===== config.mk =====
export PLATFORM = sky130hd
export DESIGN_NAME = countdown_ctrl_flat
export DESIGN_NICKNAME = d
export VERILOG_FILES = /design/src/rtl/countdown_ctrl_pkg.sv /design/src/rtl/countdown_ctrl_if.sv /design/src/rtl/countdown_ctrl_tick_gen.sv /design/src/rtl/countdown_ctrl.sv /design/src/flat_wrapper.sv
export SDC_FILE = /design/constraint.sdc
export NUM_CORES = 1
export LEC_CHECK = 0
export ABC_AREA = 1
export ABC_CLOCK_PERIOD_IN_PS = 3200
export CAP_MARGIN = 0
export CORE_AREA = 5 5 86 56
export DETAILED_ROUTE_END_ITERATION = 8
export DIE_AREA = 0 0 91 61
export GPL_TIMING_DRIVEN = 0
export PLACE_DENSITY_LB_ADDON = 0.25
export SETUP_SLACK_MARGIN = 0.4
export SLEW_MARGIN = 0
export SYNTH_ARGS = -nofsm -noshare
export SYNTH_HDL_FRONTEND = slang
export SYNTH_SLANG_ARGS = --single-unit

===== constraint.sdc =====
create_clock -name clk_out -period 3.2 [get_ports clk_out]
set_clock_uncertainty 0.1 [all_clocks]
set_input_delay 0.8 -clock clk_out [delete_from_list [all_inputs] [get_ports clk_out]]
set_output_delay 0.8 -clock clk_out [all_outputs]
set_load 0.02 [all_outputs]

===== src/rtl/countdown_ctrl_pkg.sv =====
// Shared types and constants for the mm:ss countdown controller.
package countdown_ctrl_pkg;

  // Controller states
  typedef enum logic [2:0] {
    ST_IDLE  = 3'd0,
    ST_SET   = 3'd1,
    ST_RUN   = 3'd2,
    ST_PAUSE = 3'd3,
    ST_DONE  = 3'd4
  } state_e;

  localparam int DIGIT_W  = 4;
  localparam int N_DIGITS = 4;

  // Digit indices, least significant first
  localparam logic [1:0] SEC0 = 2'd0;
  localparam logic [1:0] SEC1 = 2'd1;
  localparam logic [1:0] MIN0 = 2'd2;
  localparam logic [1:0] MIN1 = 2'd3;

  // One-hot select of a digit index
  function automatic logic [N_DIGITS-1:0] digit_onehot(input logic [1:0] idx);
    logic [N_DIGITS-1:0] oh;
    oh = {N_DIGITS{1'b0}};
    case (idx)
      SEC0:    oh = 4'b0001;
      SEC1:    oh = 4'b0010;
      MIN0:    oh = 4'b0100;
      MIN1:    oh = 4'b1000;
      default: oh = {N_DIGITS{1'b0}};
    endcase
    return oh;
  endfunction

endpackage


===== src/rtl/countdown_ctrl_if.sv =====
// Digit-chain protocol between the controller (master) and the BCD digit counters (slave).
interface countdown_ctrl_if;
  import countdown_ctrl_pkg::*;

  logic [N_DIGITS*DIGIT_W-1:0] digits;        // {min1,min0,sec1,sec0}
  logic                        borrow_top;    // borrow out of min1
  logic                        decrease;      // per-tick decrement into sec0
  logic [N_DIGITS-1:0]         increase_set;  // one-hot set increment

  modport master (
    input  digits,
    input  borrow_top,
    output decrease,
    output increase_set
  );

  modport slave (
    output digits,
    output borrow_top,
    input  decrease,
    input  increase_set
  );
endinterface


===== src/rtl/countdown_ctrl_tick_gen.sv =====
// Prescaler producing a registered one-cycle tick every TICK_DIV enabled cycles.
// Clear restarts the phase; a disabled prescaler holds its count so a resume keeps phase.
module countdown_ctrl_tick_gen #(
  parameter int TICK_DIV = 100,
  parameter int TICK_W   = 7
) (
  input  logic clk_out,
  input  logic rst,
  input  logic en,
  input  logic clr,
  output logic tick
);

  localparam logic [TICK_W-1:0] LAST = TICK_W'(TICK_DIV - 1);

  logic [TICK_W-1:0] cnt_r;
  logic              tick_r;

  // Prescaler count and tick register; clear dominates enable
  always_ff @(posedge clk_out) begin
    if (rst) begin
      cnt_r  <= {TICK_W{1'b0}};
      tick_r <= 1'b0;
    end else if (clr) begin
      cnt_r  <= {TICK_W{1'b0}};
      tick_r <= 1'b0;
    end else if (en) begin
      if (cnt_r == LAST) begin
        cnt_r  <= {TICK_W{1'b0}};
        tick_r <= 1'b1;
      end else begin
        cnt_r  <= cnt_r + TICK_W'(1);
        tick_r <= 1'b0;
      end
    end else begin
      tick_r <= 1'b0;
    end
  end

  assign tick = tick_r;

endmodule


===== src/rtl/countdown_ctrl.sv =====
// Countdown control FSM for a four-digit mm:ss BCD counter chain.
// Issues the per-tick decrease and the set-mode increments, detects expiry and underflow.
module countdown_ctrl
  import countdown_ctrl_pkg::*;
#(
  parameter int TICK_DIV = 100,
  parameter int TICK_W   = 7
) (
  input  logic                    clk_out,
  input  logic                    rst,
  input  logic                    btn_start,
  input  logic                    btn_set,
  input  logic                    btn_inc,
  countdown_ctrl_if.master        dig_if,
  output logic [1:0]              sel_digit,
  output logic                    running,
  output logic                    done,
  output logic                    err
);

  state_e              state_r;
  state_e              next_state_s;
  logic                zero_s;
  logic                tick_en_s;
  logic                tick_clr_s;
  logic                tick_s;
  logic [1:0]          sel_nxt_s;
  logic [N_DIGITS-1:0] inc_s;
  logic                running_s;
  logic                done_s;

  logic [1:0]          sel_r;
  logic [N_DIGITS-1:0] inc_r;
  logic                running_r;
  logic                done_r;
  logic                err_r;

  assign zero_s = (dig_if.digits == {(N_DIGITS*DIGIT_W){1'b0}});

  // State register
  always_ff @(posedge clk_out) begin
    if (rst) begin
      state_r <= ST_IDLE;
    end else begin
      state_r <= next_state_s;
    end
  end

  // Next-state logic; underflow overrides every button, start beats set
  always_comb begin
    next_state_s = state_r;
    if (dig_if.borrow_top) begin
      next_state_s = ST_DONE;
    end else begin
      case (state_r)
        ST_IDLE, ST_SET: begin
          if (btn_start) begin
            next_state_s = zero_s ? ST_DONE : ST_RUN;
          end else if (btn_set) begin
            next_state_s = ST_SET;
          end else begin
            next_state_s = state_r;
          end
        end
        ST_RUN: begin
          // digits are only trusted once the counters have absorbed the last decrease
          if (btn_start) begin
            next_state_s = ST_PAUSE;
          end else if (zero_s && !dig_if.decrease) begin
            next_state_s = ST_DONE;
          end else begin
            next_state_s = ST_RUN;
          end
        end
        ST_PAUSE: begin
          if (btn_start) begin
            next_state_s = ST_RUN;
          end else if (btn_set) begin
            next_state_s = ST_SET;
          end else begin
            next_state_s = ST_PAUSE;
          end
        end
        ST_DONE: begin
          if (btn_start || btn_set) begin
            next_state_s = ST_IDLE;
          end else begin
            next_state_s = ST_DONE;
          end
        end
        default: next_state_s = ST_IDLE;
      endcase
    end
  end

  // Output decode: prescaler control, digit select, set increments and status
  always_comb begin
    // Prescaler runs only while staying in RUN, so leaving RUN drops a due tick
    tick_en_s  = (state_r == ST_RUN) && (next_state_s == ST_RUN);
    // A fresh start (not a resume) restarts the prescaler phase
    tick_clr_s = ((state_r == ST_IDLE) || (state_r == ST_SET)) && (next_state_s == ST_RUN);
    sel_nxt_s  = sel_r;
    inc_s      = {N_DIGITS{1'b0}};
    running_s  = (next_state_s == ST_RUN);
    done_s     = (next_state_s == ST_DONE);
    if (!dig_if.borrow_top && !btn_start) begin
      case (state_r)
        ST_IDLE: begin
          if (btn_set) begin
            sel_nxt_s = SEC0;
          end else begin
            sel_nxt_s = sel_r;
          end
        end
        ST_SET: begin
          if (btn_set) begin
            sel_nxt_s = sel_r + 2'd1;
          end else if (btn_inc) begin
            inc_s = digit_onehot(sel_r);
          end else begin
            sel_nxt_s = sel_r;
          end
        end
        default: sel_nxt_s = sel_r;
      endcase
    end else begin
      sel_nxt_s = sel_r;
    end
  end

  // Output registers; err is sticky until reset
  always_ff @(posedge clk_out) begin
    if (rst) begin
      sel_r     <= SEC0;
      inc_r     <= {N_DIGITS{1'b0}};
      running_r <= 1'b0;
      done_r    <= 1'b0;
      err_r     <= 1'b0;
    end else begin
      sel_r     <= sel_nxt_s;
      inc_r     <= inc_s;
      running_r <= running_s;
      done_r    <= done_s;
      err_r     <= err_r | dig_if.borrow_top;
    end
  end

  countdown_ctrl_tick_gen #(
    .TICK_DIV (TICK_DIV),
    .TICK_W   (TICK_W)
  ) u_tick_gen (
    .clk_out (clk_out),
    .rst     (rst),
    .en      (tick_en_s),
    .clr     (tick_clr_s),
    .tick    (tick_s)
  );

  assign dig_if.decrease     = tick_s;
  assign dig_if.increase_set = inc_r;
  assign sel_digit           = sel_r;
  assign running             = running_r;
  assign done                = done_r;
  assign err                 = err_r;

endmodule


===== src/flat_wrapper.sv =====
// flat-port wrapper written by rule: the top's interface ports become plain ports
module countdown_ctrl_flat import countdown_ctrl_pkg::*;
#(
  parameter int TICK_DIV = 100,
  parameter int TICK_W   = 7
)
  (clk_out, rst, btn_start, btn_set, btn_inc, sel_digit, running, done, err, dig_if_digits, dig_if_borrow_top, dig_if_decrease, dig_if_increase_set);
  countdown_ctrl_if dig_if_i ();
  input  logic clk_out;
  input  logic rst;
  input  logic btn_start;
  input  logic btn_set;
  input  logic btn_inc;
  output logic [1:0] sel_digit;
  output logic running;
  output logic done;
  output logic err;
  input wire logic [$bits(dig_if_i.digits)-1:0] dig_if_digits;
  input wire logic [$bits(dig_if_i.borrow_top)-1:0] dig_if_borrow_top;
  output wire logic [$bits(dig_if_i.decrease)-1:0] dig_if_decrease;
  output wire logic [$bits(dig_if_i.increase_set)-1:0] dig_if_increase_set;
  assign dig_if_i.digits = dig_if_digits;
  assign dig_if_i.borrow_top = dig_if_borrow_top;
  assign dig_if_decrease = dig_if_i.decrease;
  assign dig_if_increase_set = dig_if_i.increase_set;
  countdown_ctrl #(.TICK_DIV(TICK_DIV), .TICK_W(TICK_W)) u_core (.clk_out(clk_out), .rst(rst), .btn_start(btn_start), .btn_set(btn_set), .btn_inc(btn_inc), .dig_if(dig_if_i), .sel_digit(sel_digit), .running(running), .done(done), .err(err));
endmodule

==> impl_results.md <==
* Post-DP HPWL at 1.89 mm
* Post-Synth Simple-Gate Area at 0.366
* Avg Synthesized Cell Area at 7.62 um2
* Max Clk Rate at 426 MHz
* Mux share of post-synthesis cell area at 0
* Critical path capture point type: flop
* H-Tree Depth at 1
* Routability cong. at 0.819
* RSZ-0062 raised after global routing: no
* Net Switching at 133 uW
* Sequential share of power at 0.433
* CTS Buffer Depth at 2
* Post-DRT Antenna Nets at 0
* Worst Hold Class: reg2reg
* CTS tree: done
* Top Ports at 32
* Logic pwr share at 0.146
* Num Clock Sinks at 20
* Pleak at 0.586 nW
* # Post-CTS Setup Buffers at 0
* Total track usage at 0.0928
* Synth cell types at 29
* Input/output buffers at 31
* XOR/XNOR Fraction of Synth Area at 0.0383
* Post-route DRC at 0
* Drt total wl at 2.38 mm
* DRT Pass-1 Iters at 4
* First-iteration detailed-routing DRC count at 32
* Fillers at 381
* Crit Path Category: in2reg
* Compound-Gate Fraction of Synth Area at 0.112
* Area of the multi-input gates at 652 um2
* Slew Limit Fails at 0
* Die height at 61 um
* Register area at 400 um2
* Number of core rows at 18
* N_diodes at 0
* Clock Latency Late Sink at 0.26 ns
* Post-synth EDFFs at 0
* Yosys warns at 0
* Initial antenna violation count at 0
* P_int at 463 uW
* Share of synthesized registers carrying an async set or reset at 0
* Max Cap Viol at 0
* Post-synthesis adder-cell area fraction at 0.0548
* Critical Path RT at 3.25 ns
* Slew HR at 0.619
* Power Density at 375 nW/um2
* Post_cts resized at 0
* Root Buffer: clkbuf_8
* Core ar. at 3940 um2
* Seq/Total Area, Yosys at 0.350
* Fin crit share at 0.733
* Post-route insts no fill at 235
* Worst EP arrival at 2.40 ns
* Post-DP Area at 1520 um2
* First-pass GRT wire length at 4.18 mm
* Share of layout cells above drive strength 1 at 0.146
* Outcome: complete, no violations
* Min Tclk post-route at 2.35 ns
* Final hold vios at 0
* Post-Route Setup TNS at 0 ns
* Worst-path maximum fanout at 10
* Post-placement cell count at 231
* Synth Instances at 150
* Area delta synth->final at 38.9%
* Vias at 999
* CP Launch Type: input port
* Final instance area at 1590 um2
* Mapped cell area at 1140 um2
* Vias in the first global route at 932
* Routed len/inst at 10.1 um
* Synthesis-stage register bit count at 20
* Die area at 5550 um2
* Post-Syn Nets at 177
* Ys flop type: dfxtp_1
* Sw Ratio at 0.223
* Final setup viols at 0
* Total gr overflow at 0
* Largest net degree at the start of global routing at 13
* Starting Density at 0.290
* Worst-Margin Slew at 0.570 ns
* DR vias/cell at 4.25
* CTS Hold Bufs at 0
* Clock Power Share at 0.421
* Die width at 91 um
* Fin nets at 213
* VDD IR max at 195 uV
* Largest family of logic cells by synthesized area: simple AND/OR/NAND/NOR gates
* CTS buffer count at 3
* Clock-pin transition on the worst setup and hold timing paths at 0.07 ns
[cell usage in the layout, fill, tap and decap left out]
cell type | netlist | final
o21ai_2 | 1 | 1
nor3_1 | 2 | 2
nand4_1 | 9 | 9
nor2_1 | 30 | 30
inv_1 | 18 | 18
nand2_1 | 22 | 22
nand3_1 | 6 | 6
clkdlybuf4s50_1 | 0 | 31
inv_2 | 3 | 3
xor2_1 | 2 | 2
xnor2_1 | 3 | 3
nor2_4 | 1 | 1
a31oi_1 | 1 | 1
clkbuf_8 | 0 | 3
a21oi_1 | 1 | 1
o21ai_1 | 1 | 1
nor3b_1 | 1 | 1
ha_1 | 5 | 5
nor4_1 | 1 | 1
buf_6 | 1 | 1
nand2_2 | 3 | 3
nand4_2 | 1 | 1
nand3_4 | 1 | 1
a21oi_4 | 1 | 1
a21oi_2 | 7 | 7
nor2_2 | 1 | 1
o21ai_0 | 5 | 5
nand2_8 | 1 | 1
dfxtp_1 | 20 | 20
nor3_4 | 1 | 1
bufinv_16 | 0 | 1
nor3_2 | 1 | 1
[final cells by class]
type	count	area share
multi-input cells	108	0.411
flip-flops and latches	20	0.252
repair buffers	31	0.196
inverters	21	0.0497
well taps	50	0.0394
clock buffers	3	0.0260
clock inverters	1	0.0189
plain buffers	1	0.00710
[per-layer routing]
layer	vias up	track usage	wire length (um)
met3	2	0.0310	188
met5	-	0	0
met1	408	0.134	1340
met2	32	0.128	824
met4	0	0.0314	25
li1	557	-	-
[cells in the mapped netlist, types with 2 or more instances]
cell     instances  area, um2
nor3_1           2       10.0
nand3_1          6       30.0
o21ai_0          5       25.0
xor2_1           2       17.5
nand4_1          9       56.3
inv_1           18       67.6
nor2_1          30        113
inv_2            3       11.3
nand2_2          3       18.8
xnor2_1          3       26.3
dfxtp_1         20        400
nand2_1         22       82.6
ha_1             5       62.6
a21oi_2          7       61.3
[kinds of logic after synthesis]
group | Yosys count
AOI/OAI and AO/OA | 17
and+or+nand+nor | 81
xor gates and xnor gates | 5
DFF | 20
buffers and inverters | 22
adders and majority gates | 5
[registers in the layout (all words and copies together), names as in the netlist]
signal                      count
u_core.dig_if.increase_set      4
u_core.done                     1
u_core.err                      1
u_core.running                  1
u_core.sel_digit                2
u_core.state_r                  3
u_core.u_tick_gen.cnt_r         7
u_core.u_tick_gen.tick          1
[worst max-delay path: stages]
cell	delay, ns
clkdlybuf4s50_1	0.56
nor2_1	0.08
nor4_1	0.23
a21oi_2	0.09
a21oi_4	0.31
nand3_4	0.14
nand2_8	0.14
nor2_4	0.04
[per-stage QoR]
step                      utilization  hold slack (ns)  setup WS (ns)  power, mW
after floorplan                     -            0.371           1.21      0.310
after CTS                       0.403            0.378          0.844      0.606
final                           0.403            0.382          0.853      0.595
after global routing            0.403            0.395          0.658      0.624
after detailed placement        0.384            0.367          0.565      0.351
after global placement          0.384            0.363          0.510      0.352
[final timing paths]
kind / from / to / slack, ns / depth (start not counted)
hold reg to reg: u_core.err / u_core.err / 0.38 / 2
setup / recovery: btn_start / u_core.u_tick_gen.cnt_r[4] / 0.85 / 8
setup reg to reg: u_core.state_r[1] / u_core.u_tick_gen.cnt_r[4] / 1.33 / 7
hold / removal: u_core.err / u_core.err / 0.38 / 2
[power groups by stage]
| stage | clock, mW | combinational (mW) | sequential, mW |
|---|---|---|---|
| 6_report | 0.251 | 0.0870 | 0.258 |
| 5_1_grt | 0.270 | 0.0953 | 0.258 |
| 4_1_cts | 0.261 | 0.0875 | 0.258 |
| 3_5_place_dp | 0 | 0.0872 | 0.263 |
| 3_3_place_gp | 0 | 0.0883 | 0.264 |
| 2_1_floorplan | 0 | 0.0435 | 0.266 |
No activity file was read; power rests on OpenSTA's default activity.
